==> config.mk <==
export PLATFORM = sky130hd
export DESIGN_NAME = pool2x2_stream_unit
export DESIGN_NICKNAME = d
export VERILOG_FILES = /design/src/rtl/pool_pkg.sv /design/src/rtl/pool_line_buffer.sv /design/src/rtl/pool2x2_stream_unit.sv
export SDC_FILE = /design/constraint.sdc
export NUM_CORES = 2
export LEC_CHECK = 0
export ABC_CLOCK_PERIOD_IN_PS = 15350
export CORE_MARGIN = 3
export CORE_UTILIZATION = 42
export CTS_BUF_LIST = sky130_fd_sc_hd__clkbuf_4 sky130_fd_sc_hd__clkbuf_8
export DETAILED_ROUTE_END_ITERATION = 16
export PLACE_DENSITY = 0.57
export SYNTH_ARGS = -nofsm -noshare
export SYNTH_HDL_FRONTEND = slang
export SYNTH_HIERARCHICAL = 1
export SYNTH_SLANG_ARGS = --single-unit
==> constraint.sdc <==
create_clock -name clk -period 15.35 [get_ports clk]
set_input_delay 3.8375 -clock clk [delete_from_list [all_inputs] [get_ports clk]]
set_output_delay 3.8375 -clock clk [all_outputs]
set_load 0.05 [all_outputs]
==> src/rtl/pool_pkg.sv <==
// rtl/pool_pkg.sv - shared types and combine operator for the 2x2 pooling engine
package pool_pkg;

    // Wide enough for any DATA_W up to OP_W-2 plus the two-bit window sum growth
    localparam int OP_W = 33;

    typedef enum logic {
        POOL_MAX = 1'b0,
        POOL_AVG = 1'b1
    } pool_mode_e;

    typedef enum logic [1:0] {
        IDLE  = 2'd0,
        RUN   = 2'd1,
        DRAIN = 2'd2
    } pool_state_e;

    function automatic logic signed [OP_W-1:0] pool_op(
        input logic signed [OP_W-1:0] a,
        input logic signed [OP_W-1:0] b,
        input pool_mode_e             mode
    );
        if (mode == POOL_MAX) begin
            return (a > b) ? a : b;
        end
        return a + b;
    endfunction

endpackage

==> src/rtl/pool_line_buffer.sv <==
// rtl/pool_line_buffer.sv - one-row store of horizontal partial results, all channels side by side
module pool_line_buffer #(
    parameter int CH    = 4,
    parameter int W     = 17,
    parameter int DEPTH = 14,
    parameter int AW    = 4
) (
    input  logic            clk,
    input  logic            i_we,
    input  logic [AW-1:0]   i_waddr,
    input  logic [CH*W-1:0] i_wdata,
    input  logic [AW-1:0]   i_raddr,
    output logic [CH*W-1:0] o_rdata
);

    logic [CH*W-1:0] r_mem [DEPTH];

    always_ff @(posedge clk) begin
        if (i_we) begin
            r_mem[i_waddr] <= i_wdata;
        end
    end

    assign o_rdata = r_mem[i_raddr];

endmodule

==> src/rtl/pool2x2_stream_unit.sv <==
// rtl/pool2x2_stream_unit.sv - streaming 2x2 stride-2 max/average pooling with valid/ready on both sides
module pool2x2_stream_unit
    import pool_pkg::*;
#(
    parameter int DATA_W = 16,
    parameter int CH     = 4,
    parameter int IMG_W  = 28,
    parameter int IMG_H  = 28,
    parameter int BUF_AW = $clog2(IMG_W/2)
) (
    input  logic                 clk,
    input  logic                 rst,
    input  logic                 start,
    input  logic                 mode,
    input  logic                 in_valid,
    input  logic [CH*DATA_W-1:0] in_data,
    output logic                 in_ready,
    output logic                 out_valid,
    output logic [CH*DATA_W-1:0] out_data,
    input  logic                 out_ready,
    output logic                 out_last,
    output logic                 busy,
    output logic                 done
);

    localparam int HW = DATA_W + 1;
    localparam int CW = $clog2(IMG_W);
    localparam int RW = $clog2(IMG_H);
    localparam int AW = (BUF_AW > 0) ? BUF_AW : 1;

    if ((IMG_W % 2) != 0 || IMG_W < 2 || (IMG_H % 2) != 0 || IMG_H < 2 || CH < 1 || DATA_W > OP_W - 2)
    begin : g_param_check
        $error("pool2x2_stream_unit: IMG_W/IMG_H must be even and >= 2, CH >= 1, DATA_W <= OP_W-2");
    end

    pool_state_e          r_state, w_next;
    pool_mode_e           r_mode;
    logic [CW-1:0]        r_col;
    logic [RW-1:0]        r_row;
    logic [CH*HW-1:0]     r_h;
    logic [CH*DATA_W-1:0] r_out;
    logic                 r_out_valid, r_out_last;

    logic                 w_accept, w_col_last, w_row_last, w_lb_we;
    logic [AW-1:0]        w_addr;
    logic [CH*HW-1:0]     w_pix_ext, w_lb_wdata, w_lb_rdata;
    logic [CH*DATA_W-1:0] w_win;

    assign w_accept   = in_valid && in_ready;
    assign w_col_last = (r_col == CW'(IMG_W - 1));
    assign w_row_last = (r_row == RW'(IMG_H - 1));
    assign w_addr     = AW'(r_col >> 1);
    assign w_lb_we    = w_accept && r_col[0] && !r_row[0];

    pool_line_buffer #(
        .CH(CH), .W(HW), .DEPTH(IMG_W/2), .AW(AW)
    ) u_line_buffer (
        .clk     (clk),
        .i_we    (w_lb_we),
        .i_waddr (w_addr),
        .i_wdata (w_lb_wdata),
        .i_raddr (w_addr),
        .o_rdata (w_lb_rdata)
    );

    // Horizontal pair is combined first; odd rows then fold in the stored upper pair
    always_comb begin
        logic signed [OP_W-1:0] v_pix, v_h, v_lb, v_sum;
        w_pix_ext  = '0;
        w_lb_wdata = '0;
        w_win      = '0;
        v_pix      = '0;
        v_h        = '0;
        v_lb       = '0;
        v_sum      = '0;
        for (int c = 0; c < CH; c++) begin
            v_pix = OP_W'($signed(in_data[c*DATA_W +: DATA_W]));
            v_h   = pool_op(OP_W'($signed(r_h[c*HW +: HW])), v_pix, r_mode);
            v_lb  = OP_W'($signed(w_lb_rdata[c*HW +: HW]));
            v_sum = pool_op(v_lb, v_h, r_mode);
            w_pix_ext[c*HW +: HW]  = v_pix[HW-1:0];
            w_lb_wdata[c*HW +: HW] = v_h[HW-1:0];
            w_win[c*DATA_W +: DATA_W] = (r_mode == POOL_AVG) ? DATA_W'(v_sum >>> 2)
                                                             : v_sum[DATA_W-1:0];
        end
    end

    always_ff @(posedge clk) begin
        if (rst) begin
            r_state <= IDLE;
        end else begin
            r_state <= w_next;
        end
    end

    always_comb begin
        w_next = r_state;
        case (r_state)
            IDLE:    if (start) w_next = RUN;
            RUN:     if (w_accept && w_col_last && w_row_last) w_next = DRAIN;
            DRAIN:   if (r_out_valid && out_ready) w_next = IDLE;
            default: w_next = IDLE;
        endcase
    end

    always_comb begin
        busy     = (r_state != IDLE);
        in_ready = (r_state == RUN) && (!r_out_valid || out_ready);
        done     = (r_state == DRAIN) && r_out_valid && out_ready;
    end

    always_ff @(posedge clk) begin
        if (rst) begin
            r_col       <= '0;
            r_row       <= '0;
            r_h         <= '0;
            r_mode      <= POOL_MAX;
            r_out       <= '0;
            r_out_valid <= 1'b0;
            r_out_last  <= 1'b0;
        end else begin
            if (r_state == IDLE && start) begin
                r_col  <= '0;
                r_row  <= '0;
                r_mode <= pool_mode_e'(mode);
            end
            if (w_accept) begin
                if (!r_col[0]) begin
                    r_h <= w_pix_ext;
                end
                if (w_col_last) begin
                    r_col <= '0;
                    r_row <= w_row_last ? '0 : r_row + 1'b1;
                end else begin
                    r_col <= r_col + 1'b1;
                end
            end
            if (w_accept && r_col[0] && r_row[0]) begin
                r_out       <= w_win;
                r_out_valid <= 1'b1;
                r_out_last  <= w_col_last && w_row_last;
            end else if (out_ready) begin
                r_out_valid <= 1'b0;
                r_out_last  <= 1'b0;
            end
        end
    end

    assign out_valid = r_out_valid;
    assign out_data  = r_out;
    assign out_last  = r_out_last;

endmodule
== Word level (Yosys, flattened, before mapping) ==
Memories as Yosys holds them, arrays and structs flattened. A register that Yosys moved wholly into a read port is not among the register bits.
Index checks and enable logic that the tools add are counted.
Widths: inputs -> output; s select.
Storage, ports and cells
  register bits after elaboration: 146
  memory bits (writable): 952
  input bits: 70
  output and inout port bits: 69
  logic and storage cells: 94
  memories kept: 1
Operators by class
  add/subtract/negate cells: 10
  order comparisons: 8
  equal/unequal tests: 7
  mux-type cells: 38
  bitwise gates (word level): 1
  reductions and logical operators: 21
Memory list
  u_line_buffer.r_mem: depth 14, width 68, read ports 1, clocked after Yosys merged registers in 1, write ports 1, line pool_line_buffer.sv:16  | logic [CH*W-1:0] r_mem [DEPTH];
Operators with widths (count)
  $mux 33: 8
  $mux 18: 8
  $gt 17x33->1: 4
  $add 17x18->18: 4
  $mux 16: 4
  $add 17x16->18: 3
  $gt 17x16->1: 3
  $mux 5: 7
  $add 16x16->17: 1
  $gt 16x16->1: 1
  $logic_and 1x1->1: 12
  $add 5x1->5 const B: 2
  $eq 5x5->1 const B: 2
  $mux 4: 2
  $mux 2: 3
  $ne 2x2->1 const B: 3
  $pmux 2 s3: 1
  $reduce_bool 2->1: 3
  $mux 1: 5
  $reduce_and 3->1: 1
  $eq 2x1->1 const B: 1
  $eq 2x2->1 const B: 1
  $logic_not 1->1: 2
  $logic_not 2->1: 1
  3 further kinds: 3

== Depth between registers and ports, before layout ==
  depth in word-level cells: 8
  mapped depth: 26

== By module ==
Netlist, hierarchy kept.
Modules (own cells, without submodules)
  pool_line_buffer: instances 1, cells each 1536, area an instance 35965.7 um2, seq. area each 28587.4 um2
  pool2x2_stream_unit: instances 1, cells each 2180, area an instance 16477.1 um2, seq. area each 2862.7 um2

== Worst setup path before layout ==
OpenSTA, ideal clock, no wires.
  kind: input to register
  from: in out_ready
  to: mem u_line_buffer/r_mem[0][0] (netlist bit), enable pin
  library setup time: 0.578 ns
  arrival: 10.968 ns
  slack: 3.804 ns
  cell stages on the path: 8
  path through: nor2b_1 -> nor3b_1 -> and2_1 -> clkbuf_1 -> nand2_1 -> nor2_1 -> or3b_2 -> nor3_1
On the way
  cells in the longest elaborated chain, start to end: 7
Ends and longest elaborated chain
  start, declared: line pool2x2_stream_unit.sv:20  | input logic out_ready,
  $logic_or 1x1->1: line pool2x2_stream_unit.sv:108  | in_ready = (r_state == RUN) && (!r_out_valid || out_ready);
  $logic_and 1x1->1: line pool2x2_stream_unit.sv:108
  via in_ready: line pool2x2_stream_unit.sv:17  | output logic in_ready,
  $logic_and 1x1->1: line pool2x2_stream_unit.sv:49  | assign w_accept = in_valid && in_ready;
  $logic_and 1x1->1 (2 in a row): line pool2x2_stream_unit.sv:53  | assign w_lb_we = w_accept && r_col[0] && !r_row[0];
  via w_lb_we: line pool2x2_stream_unit.sv:44  | logic w_accept, w_col_last, w_row_last, w_lb_we;
  $mux 1: line pool_line_buffer.sv:19  | if (i_we) begin
  $mux 1 (implied by the code): line pool_line_buffer.sv:20  | r_mem[i_waddr] <= i_wdata;
  end, declared: line pool_line_buffer.sv:16
The timed path passes the listed nets, and every way through them passes these cells.

== Final worst setup path ==
  from: in in_data[22]
  to: reg r_out[24], in the netlist out_data[24]
On the way
  cells in the longest elaborated chain, start to end: 7
  elaborated cells on any way between the ends: 9
Ends and longest elaborated chain
  start, declared: line pool2x2_stream_unit.sv:16  | input logic [CH*DATA_W-1:0] in_data,
  $gt 17x16->1 (*): line pool_pkg.sv:24  | return (a > b) ? a : b;
  $mux 33 (*): line pool_pkg.sv:24
  $mux 33 (*): line pool_pkg.sv:26  | return a + b;
  via w_lb_wdata[22]: line pool2x2_stream_unit.sv:46  | logic [CH*HW-1:0] w_pix_ext, w_lb_wdata, w_lb_rdata;
  $gt 17x33->1: line pool_pkg.sv:24
  $mux 18: line pool_pkg.sv:24
  $mux 18 (*): line pool_pkg.sv:26
  $mux 16 (*): line pool2x2_stream_unit.sv:83  | w_win[c*DATA_W +: DATA_W] = (r_mode == POOL_AVG) ? DATA_W'(v_sum >>> 2)
  end signal, assigned: line pool2x2_stream_unit.sv:139  | r_out <= w_win;
  end, declared: line pool2x2_stream_unit.sv:41  | logic [CH*DATA_W-1:0] r_out;
Mark *: on every way through the listed nets, which the timed path passes. The rest lies on a longest branch.
A chain may end at the register's enable or synchronous reset.

==> metrics.txt <==
H-tree Lvls 4; syn nets 4062; worst-path fanout max 26; Iteration-0 DRC Markers 2377; FF+latch count, synth around 1100; crit path DAT between 10000 and 15000 ps; Final Hold Vio Count 0; slowest library cell on the worst path mux2i_1; fin nets about 4300; area of the multi-input gates around 20000 sq um; Max Slew Vio Count 0; RSZ-0062 raised after global routing false; Cell variety after synth 80; status completed; core area 123800 sq um; crit-path leading delay family multiplexers; Final Skew 43.39 ps; cts hold-fix bufs 0; mapped cell area between 50000 and 60000 sq um; Reg area 31470 sq um; Final min period 10110 ps; Cell Pwr Density roughly 110 nW/um^2; number of routed nets with antenna violations 0; vias 31820; most frequent cells in the layout edfxtp_1 (952), a21oi_1 (292), ha_1 (272); CP Data Required Time roughly 16000 ps; routed len/inst between 20 and 25 um; die height between 300 and 400 um; # rows 129; first-pass GRT wire length 207.1 mm; Final Non-Filler Cells 5717; post-CTS setup buffer count 0; Filler cells approximately 11000; port bufs around 140; CTS tree built; die area between 100000 and 150000 sq um; CTS Sinks 1095; Syn. warnings 6; Gate power share 9.9%; type of origin of the critical path primary input; Post-synth EDFFs roughly 950; chip width 359.4 um; initial antenna violation count 10; cells after synthesis 3716; Initial Utilization 42.36%; Final period util around 66%; # setup viols final 0; Post-Route WL around 140 mm; Switching Share 24.41%; Remaining DRCs 0; Num CTS Buffers 181; hold crit path type register to register; IO Count 139; Syn Area/Cell roughly 14 sq um; Tot GR Track Use 21.27%; Worst-path clk slew 70 ps; Worst path max stage delay 890 ps; vias in the first global route around 32000; CP Capture Type register; critical path class primary input to register; commonest non-fill, non-tap cell in the layout edfxtp_1; total gr overflow 0; max-cap viol count 0; clk buf depth 3; Fin Setup TNS 0 ps; ys flop type edfxtp_1; pin count of the biggest net entering global routing around 130; clock share of power 40.2%; First-pass DRT Iterations 5; placed instance count 5377; gpl congestion a little over 0.8; switching power roughly 1.6 mW; Vias/cell ~5.6; # resized after CTS 0; Leakage 20.55 nW; sequential share of power 49.9%; worst skew pair latency between 800 and 900 ps; layout cells sized above 1 17.76%; Max Clk Rate 98.88 MHz; DP Wirelength around 82 mm; Slew Limit Headroom 10.77%; sequential fraction of the synthesis area 59.97%; VDD IR max approximately 85 uV; Async SR Flop Fraction 0%; P&R area growth vs syn 13.52%; crit path buf inv count 2; cell-internal power ~5.0 mW; Root Buffer clkbuf_8; crit path cell chain clkdlybuf4s50_1 > inv_1 > ha_1 > a21o_1 > a21o_1 > a221o_1 > a21o_1 > mux2i_4 > mux2i_1 > mux2i_1 > ha_1 > nor4_1 > o21ai_0 > a21oi_1 > or3_1 > a211o_1 > and2_1 > mux2_2 > mux2i_1 > a211oi_1; Slew @ Worst Pin 1301 ps
-- final cells by class --
cell class,instances,share of cell area (%)
timing repair buffer,202,3.214
antenna,4,0.01681
multi-input combinational,2248,32.84
clock inverter,81,1.169
tap,1637,3.441
inverter,195,1.230
sequential,1095,52.86
clock buffer,255,5.233
-- power by group through the flow --
| stage | registers [mW] | logic (mW) | clock network [mW] |
|---|---|---|---|
| 6_report | 3.33 | 0.658 | 2.68 |
| 4_1_cts | 3.33 | 0.659 | 2.76 |
| 3_3_place_gp | 3.39 | 0.650 | 0 |
| 2_1_floorplan | 3.38 | 0.463 | 0 |
| 5_1_grt | 3.33 | 0.732 | 2.88 |
| 3_5_place_dp | 3.39 | 0.655 | 0 |
-- worst paths after layout --
kind,to,slack (ps),cells after the start,start
setup / recovery,out_data[24],5240,20,in_data[22]
hold / removal,r_h[34],480,2,r_h[34]
setup reg to reg,out_data[24],8480,18,r_h[23]
hold reg to reg,r_h[34],480,2,r_h[34]
-- Yosys cell counts (all sizes together), types with 7 or more instances --
master     n  area (sq um)
edfxtp   952         28590
a21oi    292          1461
ha       272          3403
nand2    227         852.1
nor2     215         807.0
mux4     204          4594
inv      195         732.0
mux2i    171          1724
dfxtp    143          2863
mux2      97          1096
clkbuf    90         339.1
buf       88         515.5
o22ai     74         462.9
xnor2     69         604.3
o21ai     66         330.3
nor3      62         310.3
a211oi    54         405.4
a21o      34         255.2
xor2      33         289.0
o21bai    29         217.7
nand3     28         140.1
nand2b    27         168.9
nor2b     27         168.9
o211ai    21         157.7
a31oi     20         140.1
or3       17         106.4
o21a      16         120.1
and2      14         87.58
nand4     12         75.07
nor4      12         75.07
or2       12         75.08
o31ai     11         82.58
and3      10         62.56
a221oi     9         85.08
nand3b     9         67.56
nor3b      9         67.56
a2111oi    8         76.32
a221o      8         80.08
a22oi      7         52.55
o31a       7         61.31
-- tightest hold or removal path, cell delays in order, from the launching register on --
cell and delay, ps:
dfxtp_1 320, nand2_1 60, a21oi_1 50
-- flip-flops by register name (all words and copies together) (netlist names) --
name / count
r_col: 5
out_valid: 1
r_mode: 1
r_h: 64
r_row: 5
out_last: 1
out_data: 64
u_line_buffer/r_mem: 952
r_state: 2
-- per-layer routing --
metal  track usage (%)  vias to the layer above  wire [um]
li1                  -                    14670          -
met4             6.051                        8       2936
met1             29.27                    16070      61390
met2             34.50                      867      65470
met3             4.069                      204       8649
met5                 0                        -         57
-- kinds of logic after synthesis --
group	Yosys count	synth area share, %
compound gates	699	8.365
xor+xnor	102	1.703
fa+ha+maj	276	6.642
buf+inv	373	3.025
flops	1095	59.97
mux	472	14.14
simple gates	699	6.155
-- through the flow --
step | utilization [%] | area, sq um | setup slack, ps | power, mW | hold slack [ps]
floorplan | - | 52440 | 3804 | 3.848 | 453.0
global placement | 44.99 | 55700 | 4449 | 4.040 | 465.1
detailed placement | 44.99 | 55700 | 4441 | 4.045 | 476.0
CTS | 48.07 | 59510 | 5391 | 6.745 | 482.3
global route | 48.08 | 59520 | 4724 | 6.945 | 511.8
finish | 48.09 | 59530 | 5237 | 6.670 | 478.3
Power figures use the tool's default switching activity.
